### src/rtl/icache_pkg.sv
// Shared definitions for the instruction cache block fetcher.
//   state_t            : miss-controller states
//   BLOCK_W / WORD_W   : line and instruction word widths
//   WORD_SEL_LSB/BITS  : byte-address field selecting the word within a line
//   INDEX_LSB          : first byte-address bit of the line index
//   line_word()        : picks one 32-bit word out of a line (word 0 = bits [31:0])
package icache_pkg;

  localparam int BLOCK_W        = 128;
  localparam int WORD_W         = 32;
  localparam int WORDS_PER_LINE = BLOCK_W / WORD_W;
  localparam int WORD_SEL_LSB   = 2;
  localparam int WORD_SEL_BITS  = 2;
  localparam int INDEX_LSB      = WORD_SEL_LSB + WORD_SEL_BITS;

  typedef enum logic [1:0] {
    IDLE     = 2'd0,
    MEM_READ = 2'd1,
    UPDATE   = 2'd2
  } state_t;

  function automatic logic [WORD_W-1:0] line_word(
    input logic [BLOCK_W-1:0]       line,
    input logic [WORD_SEL_BITS-1:0] sel
  );
    logic [WORDS_PER_LINE-1:0][WORD_W-1:0] words;
    words = line;
    return words[sel];
  endfunction

endpackage

### src/rtl/icache_line_store.sv
// Valid/tag/data storage for a direct-mapped cache.
//   clock, reset      : rising-edge clock, async active-high reset (clears valid bits only)
//   clear             : invalidate every line at the next edge; wins over a same-cycle write
//   rd_index          : combinational read port index -> rd_valid, rd_tag, rd_data
//   wr_en/wr_index/wr_tag/wr_data : single write port, installs a line and marks it valid
module icache_line_store
  import icache_pkg::*;
#(
  parameter int INDEX_BITS = 3,
  parameter int TAG_W      = 25
) (
  input  logic                  clock,
  input  logic                  reset,
  input  logic                  clear,
  input  logic [INDEX_BITS-1:0] rd_index,
  output logic                  rd_valid,
  output logic [TAG_W-1:0]      rd_tag,
  output logic [BLOCK_W-1:0]    rd_data,
  input  logic                  wr_en,
  input  logic [INDEX_BITS-1:0] wr_index,
  input  logic [TAG_W-1:0]      wr_tag,
  input  logic [BLOCK_W-1:0]    wr_data
);

  localparam int LINES = 1 << INDEX_BITS;

  logic [LINES-1:0]              valid_q;
  logic [LINES-1:0][TAG_W-1:0]   tag_q;
  logic [LINES-1:0][BLOCK_W-1:0] data_q;

  // Per-line valid bit: a flush arriving with the refill write leaves the
  // freshly written line invalid too.
  for (genvar l = 0; l < LINES; l++) begin : g_line
    logic wr_hit;
    assign wr_hit = wr_en && (wr_index == l[INDEX_BITS-1:0]);

    always_ff @(posedge clock or posedge reset) begin
      if (reset)       valid_q[l] <= 1'b0;
      else if (clear)  valid_q[l] <= 1'b0;
      else if (wr_hit) valid_q[l] <= 1'b1;
    end

    // Tag and data need no reset: valid gates every use of them.
    always_ff @(posedge clock) begin
      if (wr_hit) begin
        tag_q[l]  <= wr_tag;
        data_q[l] <= wr_data;
      end
    end
  end

  assign rd_valid = valid_q[rd_index];
  assign rd_tag   = tag_q[rd_index];
  assign rd_data  = data_q[rd_index];

endmodule

### src/rtl/icache_block_fetcher.sv
// Direct-mapped instruction cache with its miss controller.
//   clock, reset        : rising-edge clock, async active-high reset
//   cpu_read/cpu_address: fetch request, held until busywait is low
//   flush               : invalidate all lines (deferred to end of refill if a miss is in flight)
//   readdata/busywait   : instruction word (zero-latency on hit) and CPU stall
//   mem_read/mem_address: block read request to instruction memory
//   mem_readdata/mem_busywait : block data and memory busy
module icache_block_fetcher
  import icache_pkg::*;
#(
  parameter int INDEX_BITS = 3,
  parameter int ADDR_W     = 32,
  parameter int MEM_ADDR_W = ADDR_W - 4
) (
  input  logic                  clock,
  input  logic                  reset,
  input  logic                  cpu_read,
  input  logic [ADDR_W-1:0]     cpu_address,
  input  logic                  flush,
  output logic [WORD_W-1:0]     readdata,
  output logic                  busywait,
  output logic                  mem_read,
  output logic [MEM_ADDR_W-1:0] mem_address,
  input  logic [BLOCK_W-1:0]    mem_readdata,
  input  logic                  mem_busywait
);

  localparam int TAG_W = ADDR_W - INDEX_LSB - INDEX_BITS;

  state_t                  state, state_nx;
  logic [MEM_ADDR_W-1:0]   miss_addr;
  logic                    flush_pending;
  logic                    miss_start;
  logic                    clear_all;

  logic [INDEX_BITS-1:0]   cpu_index;
  logic [TAG_W-1:0]        cpu_tag;
  logic                    rd_valid;
  logic [TAG_W-1:0]        rd_tag;
  logic [BLOCK_W-1:0]      rd_data;
  logic                    hit;
  logic                    unused_byte_sel;

  assign cpu_index       = cpu_address[INDEX_LSB +: INDEX_BITS];
  assign cpu_tag         = cpu_address[ADDR_W-1 -: TAG_W];
  assign unused_byte_sel = ^cpu_address[WORD_SEL_LSB-1:0];

  icache_line_store #(
    .INDEX_BITS (INDEX_BITS),
    .TAG_W      (TAG_W)
  ) u_store (
    .clock    (clock),
    .reset    (reset),
    .clear    (clear_all),
    .rd_index (cpu_index),
    .rd_valid (rd_valid),
    .rd_tag   (rd_tag),
    .rd_data  (rd_data),
    .wr_en    (state == UPDATE),
    .wr_index (miss_addr[INDEX_BITS-1:0]),
    .wr_tag   (miss_addr[MEM_ADDR_W-1:INDEX_BITS]),
    .wr_data  (mem_readdata)
  );

  assign hit      = rd_valid && (rd_tag == cpu_tag);
  assign readdata = (state == IDLE && hit)
                  ? line_word(rd_data, cpu_address[WORD_SEL_LSB +: WORD_SEL_BITS])
                  : '0;

  // Flush in IDLE acts at once; a flush seen mid-miss (now or earlier) is
  // applied on the UPDATE edge so it also kills the line being installed.
  assign clear_all = (state == IDLE && flush) ||
                     (state == UPDATE && (flush || flush_pending));

  assign mem_address = miss_addr;

  always_ff @(posedge clock or posedge reset) begin
    if (reset) state <= IDLE;
    else       state <= state_nx;
  end

  always_ff @(posedge clock or posedge reset) begin
    if (reset)                          flush_pending <= 1'b0;
    else if (state == UPDATE)           flush_pending <= 1'b0;
    else if (flush && state != IDLE)    flush_pending <= 1'b1;
  end

  // Refill is driven purely from this latch, so the CPU may wander mid-miss.
  always_ff @(posedge clock or posedge reset) begin
    if (reset)           miss_addr <= '0;
    else if (miss_start) miss_addr <= cpu_address[ADDR_W-1:INDEX_LSB];
  end

  always_comb begin
    state_nx   = state;
    busywait   = 1'b0;
    mem_read   = 1'b0;
    miss_start = 1'b0;
    unique case (state)
      IDLE: begin
        if (flush) begin
          busywait = 1'b1;
        end else if (cpu_read && !hit) begin
          busywait   = 1'b1;
          miss_start = 1'b1;
          state_nx   = MEM_READ;
        end
      end
      MEM_READ: begin
        busywait = 1'b1;
        mem_read = 1'b1;
        // Dropping mem_read on this edge parks the memory's byte counter.
        if (!mem_busywait) state_nx = UPDATE;
      end
      UPDATE: begin
        busywait = 1'b1;
        state_nx = IDLE;
      end
      default: state_nx = IDLE;
    endcase
    // The stall is combinational from cpu_read; hold it low during reset.
    if (reset) busywait = 1'b0;
  end

endmodule
### config.mk
export PLATFORM = sky130hd
export DESIGN_NAME = icache_block_fetcher
export DESIGN_NICKNAME = d
export VERILOG_FILES = /design/src/rtl/icache_pkg.sv /design/src/rtl/icache_line_store.sv /design/src/rtl/icache_block_fetcher.sv
export SDC_FILE = /design/constraint.sdc
export NUM_CORES = 1
export LEC_CHECK = 0
export BUFFER_PORTS_ARGS = -buffer_cell sky130_fd_sc_hd__clkbuf_2
export CAP_MARGIN = 5
export CORE_MARGIN = 2
export CORE_UTILIZATION = 35
export CTS_BUF_LIST = sky130_fd_sc_hd__clkbuf_4 sky130_fd_sc_hd__clkbuf_8
export CTS_CLUSTER_SIZE = 10
export DETAILED_ROUTE_END_ITERATION = 10
export SETUP_SLACK_MARGIN = 0.1
export SYNTH_ARGS = -nofsm -noshare
export SYNTH_HDL_FRONTEND = slang
export SYNTH_HIERARCHICAL = 1
export SYNTH_SLANG_ARGS = --single-unit
### constraint.sdc
create_clock -name clock -period 8.8 [get_ports clock]
set_clock_uncertainty 0.1 [all_clocks]
set_input_delay 0.88 -clock clock [delete_from_list [all_inputs] [get_ports clock]]
set_output_delay 0.88 -clock clock [all_outputs]
set_load 0.005 [all_outputs]
[After elaboration in Yosys (flattened, before gate mapping)]
Index checks and enable logic that the tools add are counted.
Cells by class
  equal/unequal tests: 13
  add/subtract/negate cells: 0
  reduce and logical (&&, ||, !) cells: 31
  $mul: 0
  multiplexer cells: 38
  divide/modulo/power cells: 0
  $lt $le $gt $ge: 2
  shift operators: 0
  bitwise logic cells: 0
Operators by type and width (count)
  binary-select mux 128 bit (select 3 bit): 1
  2-to-1 mux 128 bit: 1
  binary-select mux 25 bit (select 3 bit): 1
  binary-select mux 32 bit (select 2 bit): 1
  2-to-1 mux 32 bit: 2
  equality test 25 bit: 1
  2-to-1 mux 1 bit: 25
  2-to-1 mux 25 bit: 1
  nonzero test 2 bit: 10
  logical AND 1 bit: 14
  equality test 3 bit, second input constant: 4
  equality test 3 x 2 -> 1 bit, second input constant: 2
  2-to-1 mux 2 bit: 3
  < comparator 3 x 4 -> 1 bit, second input constant: 1
  != test 2 bit, second input constant: 2
  case mux 2 bit (2 select lines): 1
  binary-select mux 1 bit (select 3 bit): 1
  equality test 3 x 1 -> 1 bit, second input constant: 1
  logical NOT 3 bit: 1
  < comparator 2 x 3 -> 1 bit, second input constant: 1
  AND reduction 3 bit: 1
  equality test 2 x 1 -> 1 bit, second input constant: 1
  equality test 2 bit, second input constant: 1
  logical NOT 2 bit: 1
  5 further kinds: 6
Storage, ports and cells
  ROM bits: 0
  bits in latches: 0
  output and inout port bits: 62
  register bits after elaboration: 1263
  memories kept: 0
  RAM bits: 0

[Depth between registers and ports, before layout]
  depth in word-level cells: 10
  mapped depth: 12
  gate-level depth less buffers: 7

[Hierarchy]
The synthesis kept the hierarchy.
Modules (own cells, without submodules)
  icache_line_store: cells each 1814, instances 1, sequential area each 36955.4 um^2, area an instance 46295.7 um^2
  icache_block_fetcher: cells each 198, instances 1, sequential area each 775.7 um^2, area an instance 2665.1 um^2

[Worst setup path before layout]
Ideal clock, no wire load.
  path kind: reg-to-reg
  start point: register state[0]
  end point: register u_store/data_q[1000] (netlist name) (enable)
  setup slack: 784 ps
  buffers on the path: 0
  cell stages (with the launch flop): 5
  required time: 8033 ps
  setup time: 667 ps
  arrival time: 7249 ps
  path through: dfrtp_1 > inv_1 > ha_1 > nand2_1 > nor2_1
Between the ends
  cells in the longest elaborated chain, start to end: 2
Ends and longest elaborated chain
  start, declared: RTL line icache_block_fetcher.sv:30  | state_t state, state_nx;
  start signal, assigned: RTL line icache_block_fetcher.sv:79  | else state <= state_nx;
  equality test 2 bit: RTL line icache_block_fetcher.sv:59  | .wr_en (state == UPDATE),
  logical AND 1 bit: RTL line icache_line_store.sv:35  | assign wr_hit = wr_en && (wr_index == l[INDEX_BITS-1:0]);
  via u_store.g_line[7].wr_hit: RTL line icache_line_store.sv:34  | logic wr_hit;
  end signal, assigned by index: RTL line icache_line_store.sv:47  | data_q[l] <= wr_data;
  end, declared: RTL line icache_line_store.sv:29  | logic [LINES-1:0][BLOCK_W-1:0] data_q;
The timed path passes the listed nets, and every way through them passes these cells.
A chain may end at the register's enable or synchronous reset.

[Worst setup path after layout]
  start point: input port cpu_address[6]
  end point: output port readdata[10]
Between the ends
  elaborated cells between the ends (all ways): 12
  those cells by class: 1 x eq/ne; 9 x mux; 2 x reduce/logical
RTL lines
  start, declared: RTL line icache_block_fetcher.sv:18  | input logic [ADDR_W-1:0] cpu_address,
  binary-select mux 128 bit (select 3 bit): RTL line icache_line_store.sv:54  | assign rd_data = data_q[rd_index];
  2-to-1 mux 128 bit (not written as such): RTL line icache_line_store.sv:54
  via rd_data[74]: RTL line icache_block_fetcher.sv:40  | logic [BLOCK_W-1:0] rd_data;
  binary-select mux 32 bit (select 2 bit): RTL line icache_pkg.sv:28  | return words[sel];
  2-to-1 mux 32 bit (not written as such): RTL line icache_pkg.sv:28
  2-to-1 mux 32 bit: RTL line icache_block_fetcher.sv:67  | ? line_word(rd_data, cpu_address[WORD_SEL_LSB +: WORD_SEL_BITS])
  end, declared: RTL line icache_block_fetcher.sv:20  | output logic [WORD_W-1:0] readdata,
The timed path passes the listed nets, and every way through them passes these cells. The select of a mux whose other input is x is not followed.

==> run metrics <==
status completed; number of filler cells placed in the layout 12,200; most common cell after layout, fill and taps aside edfxtp_1; GR peak layer met2; net count reported at finish 2,539; effective utilization at floorplan 35.2%; CTS resizes 0; non-filler instance count after layout 4,415; RSZ-0062 raised after global routing false; total die area 143,000 µm²; hold-fix buffer count after cts 1; H-tree depth 4; main combinational cell family by area after synthesis multiplexers; CTS Buffer Depth 3; Worst slew margin 31.2%; met3 track utilization from global routing 3.91%; GRT Util Overall 16.1%; largest stage delay on the critical path 0.76 ns; reg-to-reg startpoint state[0]; Critical Path Slowest Stage Cell buf_4; ranking of synthesized cells by area edfxtp_1 75%, mux4_2 16%, mux2_2 3.7%; post-detailed-route DRC marker count 0; vias in the first global route 23,800; number of antenna violations at the first check in global routing 41; pin count of the biggest net entering global routing 103; Place WS 3.13 ns; average via count per standard cell 5.05; Worst Path Required 7.82 ns; vertical die dimension 378 µm; shortest period the worst path allows 5.60 ns; post-route ant nets 0; total number of clock tree sinks 1,263; final count of hold timing violations 0; register bit count reported by yosys 1,263; Critical Path AT 4.62 ns; start point of the critical path cpu_address[6]; Fin Setup TNS 0 ns; post-synthesis adder-cell area fraction 0.102%; global-route wire length before repair 164,000 µm; Cell variety after synth 37; start-to-end type of the worst setup path input port to primary output; Die X-Extent 378 µm; insertion delay of the later-clocked pin in the worst-skew pair 0.88 ns; depth of the worst register-to-register path 6; WHS 0.160 ns; worst-case vdd ir drop 153 µV; Synth async-reset ratio 3.09%; clock root buffer clkbuf_8; Power Density 251 nW/µm²; Simple-Gate Fraction of Synth Area 0.810%; number of buffers created by CTS 200; layout overhead on the synthesized area 15.1%; CP delay by family, top buffers and inverters; share of the synthesized area in the top cell type 75.1%; sequential share of the synthesized area 77.1%; global-route met2 utilization 26.8%; final critical-path setup slack 3.20 ns; count of pins over their slew limit 0; parity-gate share of the synthesized area counting xor and xnor cells 0.447%; transition time at the pin with the least slew margin 1.03 ns; post-synthesis compound-gate area fraction 0.253%; Crit path buffers/inverters 4; final setup fails 0; worst reg2reg endpoint u_store/data_q[898]; clock tree from TritonCTS done; leak pwr 0.0181 µW; cells after synthesis 2,012; Net Count, Synth 2,181; Avg Synthesized Cell Area 24.3 µm²; path type of the worst min-delay path input port to flip-flop; Setup Buffers After CTS 0; Remaining Overflow, GRT 0; clock transition at the registers of the reported paths 0.06 ns; via total after detailed routing 22,300; MaxCap Viol Count 0; total of buffers placed on input and output ports 224; worst setup path endpoint readdata[10]; floorplan core area 139,000 µm²; largest area contributor in the netlist edfxtp_1; mux share of post-synthesis cell area 20.0%; maximum frequency from static timing analysis 179 MHz; number of I/O pins 227; number of synthesized flops with an enable pin 1,224; endpoint class of the critical path primary output; detailed placement HPWL 62,900 µm; most common flop cell mapped by yosys edfxtp_1; layout cell share with drive strength beyond 1 43.5%; GR met1 Demand/Resource 21.0%; most frequent cells in the layout 1,224 x edfxtp_1, 340 x mux4_2, 219 x clkbuf_2; number of iterations in the first detailed-routing pass 5; final non-filler cell area 56,300 µm²; Placement Rows 137; portion of the clock cycle consumed by the worst path in the final layout 63.6%; top fanout value on the critical path 100; number of logic stages on the critical path including buffering 8; synth warn 6; setup slack, reg-to-reg 4.86 ns; Cell Chain, Critical Path buf_8 -> buf_4 -> buf_4 -> mux4_2 -> mux2_2 -> mux4_2 -> nor2b_1 -> clkbuf_2; detailed-route wire length per cell 26.0 µm; number of DRC violations after detailed-routing iteration 0 1,945; number of placed instances with taps included 4,043; netlist area before placement 49,000 µm²; Setup crit start kind input port; WHS Path Cells 2; routed wire length 115,000 µm; final weighted congestion in routability-driven placement 0.697; area after detailed placement 52,200 µm²
[stage by stage]
step           utilization [%]  total power (µW)
6_report                  40.5             14200
5_1_grt                   40.5             14700
4_1_cts                   40.5             14400
3_5_place_dp              37.5              9280
3_3_place_gp              37.5              9200
2_1_floorplan                -              8620
[per-layer routing]
| layer | share of wire (%) | wire length (µm) |
|---|---|---|
| met1 | 41 | 47600 |
| met3 | 6.5 | 7490 |
| met2 | 50 | 57100 |
| met5 | 0.12 | 142 |
| met4 | 2.1 | 2430 |
[cell families after synthesis]
group	count (synthesis)
flip-flops	1263
XOR/XNOR	25
AND/OR/NAND/NOR	60
AO/OA/AOI/OAI	19
buffers and inverters	118
adder cells (fa/ha/maj)	4
multiplexers	523
[final cells by class]
class,count,area (µm²),area share [%]
clock inverter,111,893,1.59
tap,1876,2350,4.17
timing repair buffer,255,1420,2.52
antenna,6,15.0,0.0267
multi-input combinational,631,10600,18.8
inverter,19,124,0.220
sequential,1263,37700,67.0
clock buffer,254,3210,5.69
[cells in the mapped netlist (all sizes together) (4+ instances only)]
master	number
nand2	6
mux4	340
nor2b	32
inv	19
edfxtp	1224
a21oi	10
mux2	182
buf	63
xnor2	25
dfrtp	39
ha	4
nand4	6
clkbuf	36
[worst min path at each step]
stage | startpoint | end | slack, ns
2_1_floorplan | flush_pending | flush_pending | 0.34
3_3_place_gp | u_store/valid_q[7] | u_store/valid_q[7] | 0.38
3_5_place_dp | flush_pending | flush_pending | 0.39
4_1_cts | cpu_address[9] | mem_address[5] | 0.03
5_1_grt | cpu_address[9] | mem_address[5] | 0.08
6_report | cpu_address[9] | mem_address[5] | 0.16
[worst reg2reg max path, cell delays in order, from the launching register on]
cell and delay [ns]:
dfrtp_1 0.43, inv_1 0.14, ha_1 0.44, nand2_1 0.17, nor2_4 0.66, buf_12 0.59, buf_4 0.93
[registers in the layout (all words and copies together) (netlist names)]
name and flops:
mem_address 28, state 2, u_store/tag_q 200, u_store/valid_q 8, flush_pending 1, u_store/data_q 1024
[power breakdown]
group          switching, µW  internal, µW
Combinational            867           606
Clock                   2270          2780
Sequential               282          7360
(Power assumes the default switching activity.)
